File: src/rtl/adc128s022_responder.sv
// adc128s022_responder: SPI responder emulating the ADC128S022 8-channel 12-bit ADC.
// SCLK, CS_N and SADDR are oversampled in the CLOCK_50 domain; each 16-bit frame returns
// the channel register addressed in the previous frame of the same CS-low burst.
// Optional feature macro: ADC_RESP_AUTOINC_EN -- when defined, the channel just shifted
// out increments by 1 on every completed frame (ramp pattern); cfg writes win.
module adc128s022_responder #(
    parameter int unsigned SYNC_STAGES = 2,
    parameter logic [11:0] RESET_BASE  = 12'h000,
    parameter logic [11:0] RESET_STEP  = 12'h200
) (
    input  logic        CLOCK_50,
    input  logic        reset,
    input  logic        ADC_SCLK,
    input  logic        ADC_CS_N,
    input  logic        ADC_SADDR,
    output logic        ADC_SDAT,
    output logic        sdat_oe,
    input  logic        cfg_we,
    input  logic [2:0]  cfg_addr,
    input  logic [11:0] cfg_data,
    output logic [2:0]  cur_chan,
    output logic        addr_strobe,
    output logic [2:0]  addr_out,
    output logic        frame_done,
    output logic        frame_err,
    output logic [15:0] frame_cnt
);

    typedef enum logic [1:0] {
        WAIT_HI = 2'd0,
        IDLE    = 2'd1,
        SHIFT   = 2'd2
    } state_t;

    // Channel n reset code: (RESET_BASE + n*RESET_STEP) mod 4096, wrap is natural at 12 bits.
    function automatic logic [11:0] reset_code(input int n);
        return RESET_BASE + (RESET_STEP * 12'(n));
    endfunction

    // Synchronizer chains; vld_sync marks which stages hold post-reset pin samples so the
    // reset values of the chain are never mistaken for a real bus level.
    logic [SYNC_STAGES-1:0] sclk_sync;
    logic [SYNC_STAGES-1:0] cs_sync;
    logic [SYNC_STAGES-1:0] saddr_sync;
    logic [SYNC_STAGES-1:0] vld_sync;
    logic                   sclk_d;
    logic                   cs_d;

    logic sclk_s, cs_s, saddr_s, sync_ok;
    logic sclk_rise, sclk_fall, cs_rise, cs_fall;

    // Channel registers
    logic [11:0] chan_reg [8];

    // FSM and datapath registers with their next-state values
    state_t      state, state_n;
    logic [15:0] shreg, shreg_n;
    logic [3:0]  bit_cnt, bit_cnt_n;
    logic [2:0]  addr_sh, addr_sh_n;
    logic [2:0]  pending, pending_n;
    logic [2:0]  cur_chan_n;
    logic        sdat_n, sdat_oe_n;
    logic        addr_strobe_n;
    logic [2:0]  addr_out_n;
    logic        frame_done_n, frame_err_n;
    logic [15:0] frame_cnt_n;

    // Input synchronizers plus one delayed copy of SCLK/CS_N for edge detection
    always_ff @(posedge CLOCK_50 or posedge reset) begin
        if (reset) begin
            sclk_sync  <= '1;
            cs_sync    <= '1;
            saddr_sync <= '0;
            vld_sync   <= '0;
            sclk_d     <= 1'b1;
            cs_d       <= 1'b1;
        end else begin
            sclk_sync  <= {sclk_sync[SYNC_STAGES-2:0], ADC_SCLK};
            cs_sync    <= {cs_sync[SYNC_STAGES-2:0], ADC_CS_N};
            saddr_sync <= {saddr_sync[SYNC_STAGES-2:0], ADC_SADDR};
            vld_sync   <= {vld_sync[SYNC_STAGES-2:0], 1'b1};
            sclk_d     <= sclk_sync[SYNC_STAGES-1];
            cs_d       <= cs_sync[SYNC_STAGES-1];
        end
    end

    // Edge detection on the synchronized bus
    always_comb begin
        sclk_s    = sclk_sync[SYNC_STAGES-1];
        cs_s      = cs_sync[SYNC_STAGES-1];
        saddr_s   = saddr_sync[SYNC_STAGES-1];
        sync_ok   = vld_sync[SYNC_STAGES-1];
        sclk_rise = sclk_s & ~sclk_d;
        sclk_fall = ~sclk_s & sclk_d;
        cs_rise   = cs_s & ~cs_d;
        cs_fall   = ~cs_s & cs_d;
    end

    // Next-state and output logic; CS_N edges take priority over SCLK edges
    always_comb begin
        state_n       = state;
        shreg_n       = shreg;
        bit_cnt_n     = bit_cnt;
        addr_sh_n     = addr_sh;
        pending_n     = pending;
        cur_chan_n    = cur_chan;
        sdat_n        = ADC_SDAT;
        sdat_oe_n     = sdat_oe;
        addr_strobe_n = 1'b0;
        addr_out_n    = addr_out;
        frame_done_n  = 1'b0;
        frame_err_n   = 1'b0;
        frame_cnt_n   = frame_cnt;

        case (state)
            WAIT_HI: begin
                if (sync_ok && cs_s) begin
                    state_n = IDLE;
                end
            end

            IDLE: begin
                if (cs_fall) begin
                    state_n    = SHIFT;
                    pending_n  = 3'd0;
                    shreg_n    = {4'b0000, chan_reg[0]};
                    cur_chan_n = 3'd0;
                    sdat_oe_n  = 1'b1;
                    sdat_n     = shreg_n[15];
                    bit_cnt_n  = 4'd0;
                end
            end

            SHIFT: begin
                if (cs_rise) begin
                    state_n     = IDLE;
                    sdat_oe_n   = 1'b0;
                    sdat_n      = 1'b0;
                    frame_err_n = (bit_cnt != 4'd0);
                end else if (sclk_rise) begin
                    bit_cnt_n = bit_cnt + 4'd1;
                    // rises 3..5 carry ADD2..ADD0, MSB first
                    if (bit_cnt >= 4'd2 && bit_cnt <= 4'd4) begin
                        addr_sh_n = {addr_sh[1:0], saddr_s};
                    end
                    if (bit_cnt == 4'd15) begin
                        frame_done_n  = 1'b1;
                        frame_cnt_n   = frame_cnt + 16'd1;
                        addr_strobe_n = 1'b1;
                        addr_out_n    = addr_sh;
                        pending_n     = addr_sh;
                    end
                end else if (sclk_fall) begin
                    // counter at zero on a fall marks a frame boundary: reload instead of shift
                    if (bit_cnt == 4'd0) begin
                        shreg_n    = {4'b0000, chan_reg[pending]};
                        cur_chan_n = pending;
                    end else begin
                        shreg_n = {shreg[14:0], 1'b0};
                    end
                    sdat_n = shreg_n[15];
                end
            end

            default: begin
                state_n = WAIT_HI;
            end
        endcase
    end

    // State and output registers
    always_ff @(posedge CLOCK_50 or posedge reset) begin
        if (reset) begin
            state       <= WAIT_HI;
            shreg       <= '0;
            bit_cnt     <= '0;
            addr_sh     <= '0;
            pending     <= '0;
            cur_chan    <= '0;
            ADC_SDAT    <= 1'b0;
            sdat_oe     <= 1'b0;
            addr_strobe <= 1'b0;
            addr_out    <= '0;
            frame_done  <= 1'b0;
            frame_err   <= 1'b0;
            frame_cnt   <= '0;
        end else begin
            state       <= state_n;
            shreg       <= shreg_n;
            bit_cnt     <= bit_cnt_n;
            addr_sh     <= addr_sh_n;
            pending     <= pending_n;
            cur_chan    <= cur_chan_n;
            ADC_SDAT    <= sdat_n;
            sdat_oe     <= sdat_oe_n;
            addr_strobe <= addr_strobe_n;
            addr_out    <= addr_out_n;
            frame_done  <= frame_done_n;
            frame_err   <= frame_err_n;
            frame_cnt   <= frame_cnt_n;
        end
    end

    // Channel registers: cfg write wins; a same-cycle shift-register load sees the old value
    always_ff @(posedge CLOCK_50 or posedge reset) begin
        if (reset) begin
            for (int i = 0; i < 8; i++) begin
                chan_reg[i] <= reset_code(i);
            end
        end else begin
            for (int i = 0; i < 8; i++) begin
                if (cfg_we && cfg_addr == 3'(i)) begin
                    chan_reg[i] <= cfg_data;
                end
`ifdef ADC_RESP_AUTOINC_EN
                else if (frame_done_n && cur_chan == 3'(i)) begin
                    chan_reg[i] <= chan_reg[i] + 12'd1;
                end
`endif
            end
        end
    end

endmodule

File: config.mk
export PLATFORM = sky130hd
export DESIGN_NAME = adc128s022_responder
export DESIGN_NICKNAME = d
export VERILOG_FILES = /design/src/rtl/adc128s022_responder.sv
export SDC_FILE = /design/constraint.sdc
export NUM_CORES = 1
export LEC_CHECK = 0
export ABC_AREA = 0
export BUFFER_PORTS_ARGS = -buffer_cell sky130_fd_sc_hd__buf_4
export CORE_ASPECT_RATIO = 0.7
export CORE_MARGIN = 2
export CORE_UTILIZATION = 57
export CTS_BUF_LIST = sky130_fd_sc_hd__clkbuf_2
export DETAILED_ROUTE_END_ITERATION = 16
export HOLD_SLACK_MARGIN = 0.06
export PLACE_DENSITY = 0.78
export SLEW_MARGIN = 10
export SYNTH_ARGS = -nofsm -noshare
export SYNTH_HDL_FRONTEND = slang
export SYNTH_SLANG_ARGS = --single-unit
File: constraint.sdc
create_clock -name CLOCK_50 -period 4.87 [get_ports CLOCK_50]
set_input_delay 0.487 -clock CLOCK_50 [delete_from_list [all_inputs] [get_ports CLOCK_50]]
set_output_delay 0.487 -clock CLOCK_50 [all_outputs]
set_load 0.05 [all_outputs]
Word level (Yosys, flattened, before mapping)
Cells that the tools add are included.
Storage, ports and cells
  register bits after elaboration: 159
  bits of input ports: 21
Cells by class
  muxes and demuxes: 41
  reductions and logical operators: 24
  bitwise logic cells: 10
  eq/ne operators: 21
  add/subtract/negate cells: 2
  $lt $le $gt $ge: 3
Operator list (number)
  $mux 15: 4
  $bmux 12 s3: 1
  $pmux 15 s2: 1
  $mux 12: 2
  $mux 3: 8
  $ne 2x2->1 const B: 9
  $add 16x1->16 const B: 1
  $mux 16: 1
  $reduce_and 4->1: 4
  $eq 3x3->1 const B: 4
  $mux 1: 12
  $mux 4: 3
  $pmux 3 s2: 2
  $logic_and 1x1->1: 10
  $reduce_and 5->1: 2
  $pmux 4 s2: 1
  $eq 3x2->1 const B: 2
  $mux 2: 3
  $ne 3x3->1 const B: 2
  $pmux 2 s3: 1
  $reduce_and 3->1: 2
  $reduce_and 6->1: 1
  $not 1->1: 5
  $add 4x1->4 const B: 1
  15 further kinds: 19

Depth between registers and ports, before layout
Gate-level depths: netlist of run 1.
  word-level depth: 9
  mapped depth: 7
  depth with buffers taken out: 6

Worst setup path before layout of run 1
No wires, ideal clock.
  kind: register to register
  start point: register sclk_sync[1]
  end point: register addr_out[0]
  stages on the path, launching flop included: 6
  arrival time: 1.913 ns
  clock period less this slack: 2.038 ns
  path slack: 2.832 ns
  setup time: 0.125 ns
  cells stage by stage: dfstp_2 -> or2b_1 -> or4b_4 -> buf_6 -> nor2_8 -> mux2_2
On the way
  word-level cells in the longest chain between the ends: 2
RTL lines
  start: declaration: RTL line 42  | logic [SYNC_STAGES-1:0] sclk_sync;
  start signal: assignment: RTL line 78  | sclk_sync <= {sclk_sync[SYNC_STAGES-2:0], ADC_SCLK};
  $and 1x1->1: RTL line 93  | sclk_rise = sclk_s & ~sclk_d;
  $reduce_and 4->1 (no line)
  end signal: assignment: RTL line 197  | addr_out <= addr_out_n;
  end: declaration: RTL line 23  | output logic [2:0] addr_out,
No other way between the ends.
A chain may end at the register's enable or synchronous reset.

Worst setup path in the final report of run 1
  start point: register state[0]
  end point: register shreg[10]
On the way
  word-level cells in the longest chain between the ends: 3
  elaborated cells between the ends (all ways): 9
  those cells by class: eq/ne (6); mux (1); reduce/logical (2)
RTL lines
  start: declaration: RTL line 56  | state_t state, state_n;
  start signal: assignment: RTL line 188  | state <= state_n;
  $eq 2x2->1 / $eq 2x1->1 (equally long branches): RTL line 115  | case (state)
  $ne 2x2->1 (no line) / $reduce_bool 2->1 (equally long branches)
  $reduce_and 5->1 (no line)
  end signal: assignment: RTL line 189  | shreg <= shreg_n;
  end: declaration: RTL line 57  | logic [15:0] shreg, shreg_n;
Parallel ways exist; a longest one is shown, timed or not.

==> results.json, run 1 <==
{
  "status": "complete, no violations",
  "overflow": 0,
  "core_area_mm2": 0.0124,
  "ctsHoldBuffers": 16,
  "p_int_mw": 2.07,
  "antenna_found_initial": 0,
  "nFillCells": 929,
  "drt_first_pass_iters": 5,
  "drtIter0Drc": 375,
  "cts_root_buf": "clkbuf_2",
  "synth_area_leaders": "dfrtp_1, mux2_2, dfstp_2",
  "seq_area_frac_synth": 0.556,
  "syn-instance-count": 544,
  "crit_path_cell_trace": "nand2b_4 > o31ai_2 > nand3_1 > o22ai_1",
  "die_h_um": 98.0,
  "htreeDepth": 4,
  "ys.flop_type": "dfrtp_1",
  "area_delta_synth_final_pct": 12.1,
  "worstSetupPathType": "reg -> reg",
  "grt_max_degree": 118,
  "clk_pin_slew_ps": 230,
  "synth_nets": 569,
  "power_frac_comb": 0.184,
  "dp_hpwl_mm": 9.89,
  "p_sw_frac": 0.305,
  "crit_slowest_cell": "o31ai_2",
  "fin_crit_sh": 0.568,
  "yosysTopAreaCell": "dfrtp_1",
  "drive_gt1_frac": 0.370,
  "port-buffer-count": 47,
  "antenna_cells": 0,
  "min_path_type": "in -> reg",
  "async_flop_share": 1.00,
  "ir_drop_uv": 207,
  "fin_util": 0.652,
  "avgSynthCellArea_um2": 13.2,
  "cts_sinks": 159,
  "cts_made_buffers": 17,
  "yosysWarnings": 0,
  "routed_wl_mm": 14.9,
  "drc": 0,
  "maxSlewHeadroom": 0.191,
  "critPathArrivalTime_ps": 3400,
  "crit_required_ps": 5500,
  "cts_max_path_buffers": 2,
  "initial_core_util": 0.581,
  "io_pins": 48,
  "cts_resized": 0,
  "power.leakage_nw": 3.49,
  "setup_viol": 0,
  "cts_setup_buffers": 0,
  "crit_path_max_fanout": 22,
  "synth_common_cells": "dfrtp_1, mux2_2, mux2i_1",
  "routedWlPerCell_um": 19.1,
  "crit_path_start_kind": "register",
  "via_per_inst": 5.98,
  "powerDensity_mw_per_mm2": 369,
  "hold_ws_ps": 190,
  "synth_area_mm2": 0.00720,
  "tritoncts": "built",
  "largest_reg_flops": 96,
  "rsz0062_at_grt": "false",
  "switchingPower_mw": 0.908,
  "hold_viol": 0,
  "fmax_mhz": 362,
  "end_kind": "register",
  "die_w_um": 138,
  "clk_latency_ps": 730,
  "via_count": 4659,
  "maxCapViolCount": 0,
  "grt_pass1_vias": 4766,
  "antenna_left": 0,
  "tns_ps": 0,
  "rows": 34,
  "fp.dieArea_mm2": 0.0136,
  "synth_top_area_share": 0.490,
  "grt.total_usage": 0.229,
  "clkPwrFrac": 0.233,
  "skew_ps": 34.0,
  "routabilityCongestion": 0.818,
  "nets": 629,
  "seqPwrFrac": 0.584,
  "post-route-min-period_ps": 2770,
  "synth_edf_count": 0,
  "synth.distinct_cells": 52,
  "tightest_slew_ps": 1210,
  "yosys_register_bits": 159,
  "slowest_delay_ps": 960,
  "final_max_slew_viol_count": 0,
  "synth_most_common_cell": "dfrtp_1",
  "grt_pass1_wl_mm": 24.5
}
## through the flow
stage / power [mW] / setup slack (ps) / instances / cell area (um^2)
floorplan: 2.13 / 121 / 544 / 7200
global placement: 2.24 / 2400 / 731 / 7690
detailed placement: 2.30 / 2210 / 731 / 7690
CTS: 2.98 / 2140 / 779 / 8070
global route: 3.12 / 1920 / 779 / 8070
finish: 2.98 / 2100 / 779 / 8070
## cell type report
type                            count  area, um^2  area share
Timing Repair Buffer               68         551      0.0682
Sequential cell                   159        4000       0.496
Clock buffer                       18        90.1      0.0112
Inverter                            8        35.0     0.00434
Multi-Input combinational cell    350        3060       0.379
Tap cell                          162         203      0.0251
Clock inverter                     14         133      0.0164
## cells in the final DEF (no fill, tap or decap), types with 5 or more instances in the layout
cell type and n:
nor3_1 6, buf_4 52, nand4_1 8, nand3_1 10
mux2_2 105, o22ai_1 13, nand2_1 29, a22oi_1 23
dlygate4sd3_1 16, a221oi_1 12, dfrtp_1 140, inv_6 5
dfstp_2 18, xnor2_1 8, xor2_1 9, clkbuf_2 18
mux2i_1 47, nor2_1 19, inv_1 7
## power by group through the flow
stage,Sequential (mW),Combinational [mW],Clock (mW)
2_1_floorplan,1.72,0.406,0
3_3_place_gp,1.74,0.503,0
3_5_place_dp,1.76,0.539,0
4_1_cts,1.74,0.550,0.697
5_1_grt,1.77,0.602,0.748
6_report,1.74,0.546,0.693
## final timing paths
check                            start             to  slack, ps  cells after the start
max                           state[0]      shreg[10]       2100                      4
min in group asynchronous        reset  frame_cnt[11]        500                      3
min                        cfg_addr[2]   chan_reg[71]        190                      3
min reg2reg                 cs_sync[0]     cs_sync[1]        380                      0
max reg2reg                   state[0]      shreg[10]       2100                      4
max in group asynchronous        reset   chan_reg[55]       3200                      4
## critical path, delay by kind of cell, from the launching register on
kind	cells	cell delay, ps
compound gates	2	1240
flops	1	520
simple gates	2	900
## kinds of logic after synthesis
group,share of synthesized area
DFF,0.556
xor gates and xnor gates,0.0207
and+or+nand+nor,0.0954
muxes,0.236
buffers and inverters,0.0214
adders and majority gates,0.00695
AOI/OAI and AO/OA,0.0633
other,0.000521
## routing by layer
layer	vias to the layer above	global-route usage	share of wire
li1	2112	-	-
met1	2394	0.336	0.48
met2	129	0.351	0.46
met3	24	0.0353	0.041
met4	0	0.0848	0.020
met5	-	0	0
(Power assumes the default switching activity.)
==> inputs of run 2 (changes only) <==
--- a/config.mk
+++ b/config.mk
@@ -5,7 +5,7 @@
 export SDC_FILE = /design/constraint.sdc
 export NUM_CORES = 1
 export LEC_CHECK = 0
-export ABC_AREA = 0
+export ABC_AREA = 1
 export BUFFER_PORTS_ARGS = -buffer_cell sky130_fd_sc_hd__buf_4
 export CORE_ASPECT_RATIO = 0.7
 export CORE_MARGIN = 2
==> constraint.sdc (replaced) <==
create_clock -name CLOCK_50 -period 2.45 [get_ports CLOCK_50]
set_input_delay 0.245 -clock CLOCK_50 [delete_from_list [all_inputs] [get_ports CLOCK_50]]
set_output_delay 0.245 -clock CLOCK_50 [all_outputs]
set_load 0.05 [all_outputs]
==> run 2 against run 1 <==
Against the previous run: total power grew 100%; non-clock buffer count grew 10; die area grew 2.8%; clock power grew 98%; worst hold slack lost 67 ps; critical endpoint is now cur_chan[2]; largest cell class unchanged.
==> results.json, run 2 <==
{
  "routedWlPerCell_um": 14.0,
  "clk_latency_ps": 730,
  "grt_max_degree": 83,
  "die_w_um": 140,
  "via_count": 5983,
  "power.leakage_nw": 3.90,
  "hold_viol": 0,
  "routed_wl_mm": 15.9,
  "cts_sinks": 159,
  "worstHoldStart": "cfg_we",
  "rows": 34,
  "ys.flop_type": "dfrtp_1",
  "io_pins": 48,
  "synth_common_cells": "nand2_1, dfrtp_1, o21ai_0",
  "syn-instance-count": 911,
  "antenna_cells": 0,
  "path_buf_inv": 3,
  "drtIter0Drc": 393,
  "area_delta_synth_final_pct": 12.2,
  "maxSlewHeadroom": 0.475,
  "fmax_mhz": 582,
  "final_common_cell": "nand2_1",
  "tritoncts": "built",
  "port-buffer-count": 47,
  "grt_pass1_vias": 5434,
  "cp_top_family": "simple AND/OR/NAND/NOR gates",
  "use_met1": 0.364,
  "drt_first_pass_iters": 7,
  "clk_pin_slew_ps": 230,
  "ir_drop_uv": 371,
  "powerDensity_mw_per_mm2": 717,
  "critPathArrivalTime_ps": 2350,
  "tightest_slew_ps": 786,
  "via_per_inst": 5.24,
  "rsz0062_at_grt": "false",
  "drive_gt1_frac": 0.129,
  "dp_hpwl_mm": 10.6,
  "die_h_um": 99.4,
  "ff2ff_path_depth": 10,
  "initial_core_util": 0.590,
  "routabilityCongestion": 0.823,
  "worstSetupPathType": "reg -> reg",
  "crit_path_max_fanout": 18,
  "nFillCells": 1083,
  "synth_nets": 936,
  "end_kind": "register",
  "yosys_register_bits": 159,
  "grt.total_usage": 0.244,
  "r2r-end": "cur_chan[2]",
  "global_route.usage.met2": 0.368,
  "grt_pass1_wl_mm": 27.1,
  "final_cells": 1141,
  "final_cell_mix": "nand2_1, dfrtp_1, o21ai_0",
  "maxCapViolCount": 0,
  "yosysWarnings": 0,
  "drc": 0,
  "cts_made_buffers": 17,
  "antenna_found_initial": 0,
  "core_area_mm2": 0.0125,
  "min_to": "chan_reg[11]",
  "reg2reg_slack_ps": 730,
  "final_max_slew_viol_count": 0,
  "overflow": 0,
  "cts_max_path_buffers": 2,
  "slowest_delay_ps": 440,
  "crit_path_cell_trace": "inv_2 > nand2_4 > inv_4 > nand2_1 > nand2_2 > o21ai_4 > inv_4 > nand2_1 > nand2_1 > o21ai_0",
  "seq_area_frac_synth": 0.540,
  "setup_viol": 0,
  "cpMostUsedCell": "nand2_1",
  "synth_edf_count": 0,
  "dpl.cell_count": 1090,
  "fp.dieArea_mm2": 0.0139,
  "crit_required_ps": 3080,
  "tns_ps": 0,
  "crit_slowest_cell": "dfrtp_1",
  "min_path_type": "in -> reg",
  "htreeDepth": 4,
  "antenna_left": 0,
  "yosysTopAreaCell": "dfrtp_1",
  "synth.distinct_cells": 31,
  "cts_root_buf": "clkbuf_2",
  "synth_area_leaders": "dfrtp_1, nand2_1, o21ai_0",
  "fin_crit_sh": 0.701,
  "synth_top_area_share": 0.477,
  "status": "complete, no violations",
  "async_flop_share": 1.00,
  "synth_most_common_cell": "nand2_1",
  "largest_reg_flops": 96,
  "synth_area_mm2": 0.00740,
  "crit_path_start_kind": "register",
  "nets": 992,
  "globalRouteMet3Util": 0.0496,
  "cts_setup_buffers": 0,
  "crit-reg2reg-launch": "state[0]",
  "skew_ps": 29.8,
  "busiest_layer": "met2",
  "post-route-min-period_ps": 1720,
  "whs_path_depth": 6,
  "avgSynthCellArea_um2": 8.13
}
==> run 2: kinds of logic after synthesis <==
family                   count (synthesis)  synth area share
AND/OR/NAND/NOR                        435             0.236
AO/OA/AOI/OAI                          174             0.132
flip-flops                             159             0.540
buffers and inverters                  127            0.0715
XOR/XNOR                                11            0.0130
adder cells (fa/ha/maj)                  4           0.00676
other                                    1          0.000506
==> run 2: how the worst max path moves through the flow <==
stage | from | end | depth (start not counted)
after floorplan | reset | ADC_SDAT | 1
after global placement | cs_d | cur_chan[2] | 9
after detailed placement | cs_d | cur_chan[2] | 9
after CTS | frame_cnt[8] | frame_cnt[8] | 1
after global routing | state[0] | cur_chan[2] | 10
final | state[0] | cur_chan[2] | 10
==> run 2: area by class of cell <==
cell class | count | area (um^2) | share of cell area
Sequential cell | 159 | 4000 | 0.482
Multi-Input combinational cell | 625 | 2870 | 0.346
Timing Repair Buffer | 78 | 686 | 0.0825
Inverter | 86 | 332 | 0.0399
Tap cell | 162 | 203 | 0.0244
Clock inverter | 13 | 123 | 0.0148
Clock buffer | 18 | 90.1 | 0.0108
==> run 2: metal layers <==
layer,up-vias,share of wire
met5,-,0
met4,0,0.011
met3,18,0.051
met2,141,0.44
met1,2800,0.50
li1,3024,-
==> run 2: worst reg2reg max path, stage by stage (launching register included) <==
cell	delay [ps]
dfrtp_1	440
inv_2	80
nand2_4	150
inv_4	150
nand2_1	70
nand2_2	90
o21ai_4	160
inv_4	210
nand2_1	120
nand2_1	70
o21ai_0	70
==> run 2: power breakdown <==
group	switching, mW	internal [mW]	leakage (nW)
clock network	0.922	0.448	0.120
registers	0.251	3.11	1.99
logic	0.767	0.465	1.79
==> run 2: timing repair <==
action / 4_1_cts / 5_1_grt
endpoints found under the hold margin: 255 / 0
gates resized for setup: 0 / 0
hold buffers: 20 / 0
==> run 2: stage by stage <==
step / hold WS [ps] / setup WS, ps / util / power (mW) / cell area (um^2)
2_1_floorplan: 249 / 205 / - / 4.31 / 7410
3_3_place_gp: 283 / 808 / 0.629 / 4.55 / 7900
3_5_place_dp: 280 / 751 / 0.629 / 4.60 / 7900
4_1_cts: 82.2 / 717 / 0.662 / 5.99 / 8310
5_1_grt: 91.3 / 559 / 0.662 / 6.36 / 8310
6_report: 122 / 732 / 0.662 / 5.96 / 8310
==> inputs of run 3 (changes only) <==
--- a/config.mk
+++ b/config.mk
@@ -5,7 +5,7 @@
 export SDC_FILE = /design/constraint.sdc
 export NUM_CORES = 1
 export LEC_CHECK = 0
-export ABC_AREA = 1
+export ABC_AREA = 0
 export BUFFER_PORTS_ARGS = -buffer_cell sky130_fd_sc_hd__buf_4
 export CORE_ASPECT_RATIO = 0.7
 export CORE_MARGIN = 2
==> constraint.sdc (replaced) <==
create_clock -name CLOCK_50 -period 1.53 [get_ports CLOCK_50]
set_input_delay 0.153 -clock CLOCK_50 [delete_from_list [all_inputs] [get_ports CLOCK_50]]
set_output_delay 0.153 -clock CLOCK_50 [all_outputs]
set_load 0.05 [all_outputs]
==> run 3 against run 2 <==
Against the previous run: the run now ends with setup timing left; global-route usage increased by 1.4 points; core utilization increased by 8.3 points; via count decreased by 16%; combinational power increased by 89%; wire length increased by 6.8%; critical endpoint is now frame_cnt[6]; die area decreased by 2.7%.
==> results.json, run 3 (same netlist as run 1, synthesis figures left out) <==
{
  "fin_util": 0.745,
  "cts_root_buf": "clkbuf_2",
  "violations": "setup timing",
  "area_delta_synth_final_pct": 28.2,
  "drc": 0,
  "fmax_mhz": 497,
  "via_count": 5020,
  "rsz0062_at_grt": "true",
  "grt_max_degree": 71,
  "die_h_um": 98.0,
  "status": "complete, but fails checks",
  "crit_path_max_fanout": 9,
  "crit-reg2reg-launch": "sclk_sync[1]",
  "crit_path_start_kind": "register",
  "cts_max_path_buffers": 2,
  "die_w_um": 138,
  "tritoncts": "built",
  "ir_drop_uv": 826,
  "final_cell_mix": "dfrtp_1, mux2_2, buf_4",
  "crit_path_cell_trace": "or2b_1 > or4b_4 > buf_12 > nor4_4 > xor2_1",
  "final_cells": 865,
  "critPathLaunch": "sclk_sync[1]",
  "fin_crit_sh": 1.31,
  "clk_pin_slew_ps": 200,
  "dpl.cell_count": 788,
  "grt_pass1_vias": 5308,
  "post-route-min-period_ps": 2010,
  "setup_viol": 51,
  "drt_first_pass_iters": 5,
  "drive_gt1_frac": 0.496,
  "final_common_cell": "dfrtp_1",
  "fp.dieArea_mm2": 0.0136,
  "tns_ps": -14290,
  "power.leakage_nw": 4.10,
  "ff2ff_path_depth": 5,
  "overflow": 0,
  "dp_hpwl_mm": 10.8,
  "antenna_cells": 0,
  "routabilityCongestion": 0.874,
  "fin_total_pwr_mw": 9.65,
  "min_path_type": "in -> reg",
  "antenna_left": 0,
  "clk_latency_ps": 670,
  "skew_ps": 27.5,
  "tightest_slew_ps": 617,
  "grt_pass1_wl_mm": 27.6,
  "crit_slowest_cell": "dfstp_2",
  "hold_ws_ps": 124,
  "routed_wl_mm": 17.0,
  "critPathArrivalTime_ps": 2610,
  "port-buffer-count": 47,
  "via_per_inst": 5.80,
  "reg2reg_slack_ps": -480,
  "final_max_slew_viol_count": 0,
  "worstSetupPathType": "reg -> reg",
  "hold_viol": 0,
  "end_kind": "register",
  "largest_reg_flops": 96,
  "crit_end": "frame_cnt[6]",
  "grt.total_usage": 0.258,
  "rows": 34,
  "fin_ws_ps": -481,
  "powerDensity_mw_per_mm2": 1050,
  "nets": 715,
  "slowest_delay_ps": 580,
  "drtIter0Drc": 286,
  "htreeDepth": 4,
  "initial_core_util": 0.581,
  "maxCapViolCount": 0,
  "core_area_mm2": 0.0124,
  "antenna_found_initial": 0,
  "cts_made_buffers": 17,
  "crit_required_ps": 2130,
  "maxSlewHeadroom": 0.586,
  "r2r-end": "frame_cnt[6]",
  "routedWlPerCell_um": 19.7,
  "io_pins": 48,
  "cts_sinks": 159
}
run 3: changes by cell type in the layout (fill, tap and decap cells not counted), sizes merged, moves of 14 or more:
cell	before	now
mux2	0	105
nand3	55	10
o211ai	22	0
mux2i	0	47
inv	86	7
nor2	96	20
nand2	273	29
a22oi	0	23
buf	58	134
o21ai	133	4
a21oi	17	3
run 3: what timing repair did:
action,in CTS,in global routing
endpoints found under the setup margin,59,63
cloned,1,0
pin swaps,20,10
buffers inserted,19,9
gates resized for setup,55,11
hold endpoints to repair,258,0
hold buffers,20,0
run 3: metrics by stage:
step / instance area (um^2) / worst slack [ps]
floorplan: 7390 / -623
global placement: 8420 / -404
detailed placement: 8420 / -436
CTS: 9150 / -455
global route: 9230 / -557
finish: 9230 / -481
run 3: worst max-delay path: cells and delay by family (launching register included):
family                 cells  cell delay [ps]
flip-flops                 1              580
XOR/XNOR                   1              160
AND/OR/NAND/NOR            3             1020
buffers and inverters      1              190
run 3: power breakdown:
part / internal (mW) / leakage, nW / switching [mW]
Combinational: 1.26 / 2.05 / 1.07
Sequential: 5.03 / 1.94 / 0.485
Clock: 0.422 / 0.116 / 1.38
run 3: how the worst min path moves through the flow:
stage	from	endpoint	slack, ps	cells past startpoint
floorplan	ADC_CS_N	cs_sync[0]	160	0
global placement	reset	chan_reg[21]	120	2
detailed placement	reset	chan_reg[21]	120	2
CTS	ADC_SADDR	saddr_sync[0]	60	2
global route	ADC_SCLK	sclk_sync[0]	80	2
finish	ADC_SCLK	sclk_sync[0]	120	2
run 3: layout make-up:
class,count,area (um^2)
tap,162,203
timing repair buffer,154,1470
fill,766,3150
clock buffer,22,110
sequential,159,4010
inverter,8,33.8
multi-input combinational,350,3360
clock inverter,10,51.3
run 3: routing by layer:
metal / global-route usage / vias up / wire (um)
met4: 0.0801 / 0 / 238
met2: 0.409 / 128 / 8210
met1: 0.368 / 2580 / 7820
met3: 0.0456 / 24 / 739
met5: 0 / - / 0
li1: - / 2288 / -
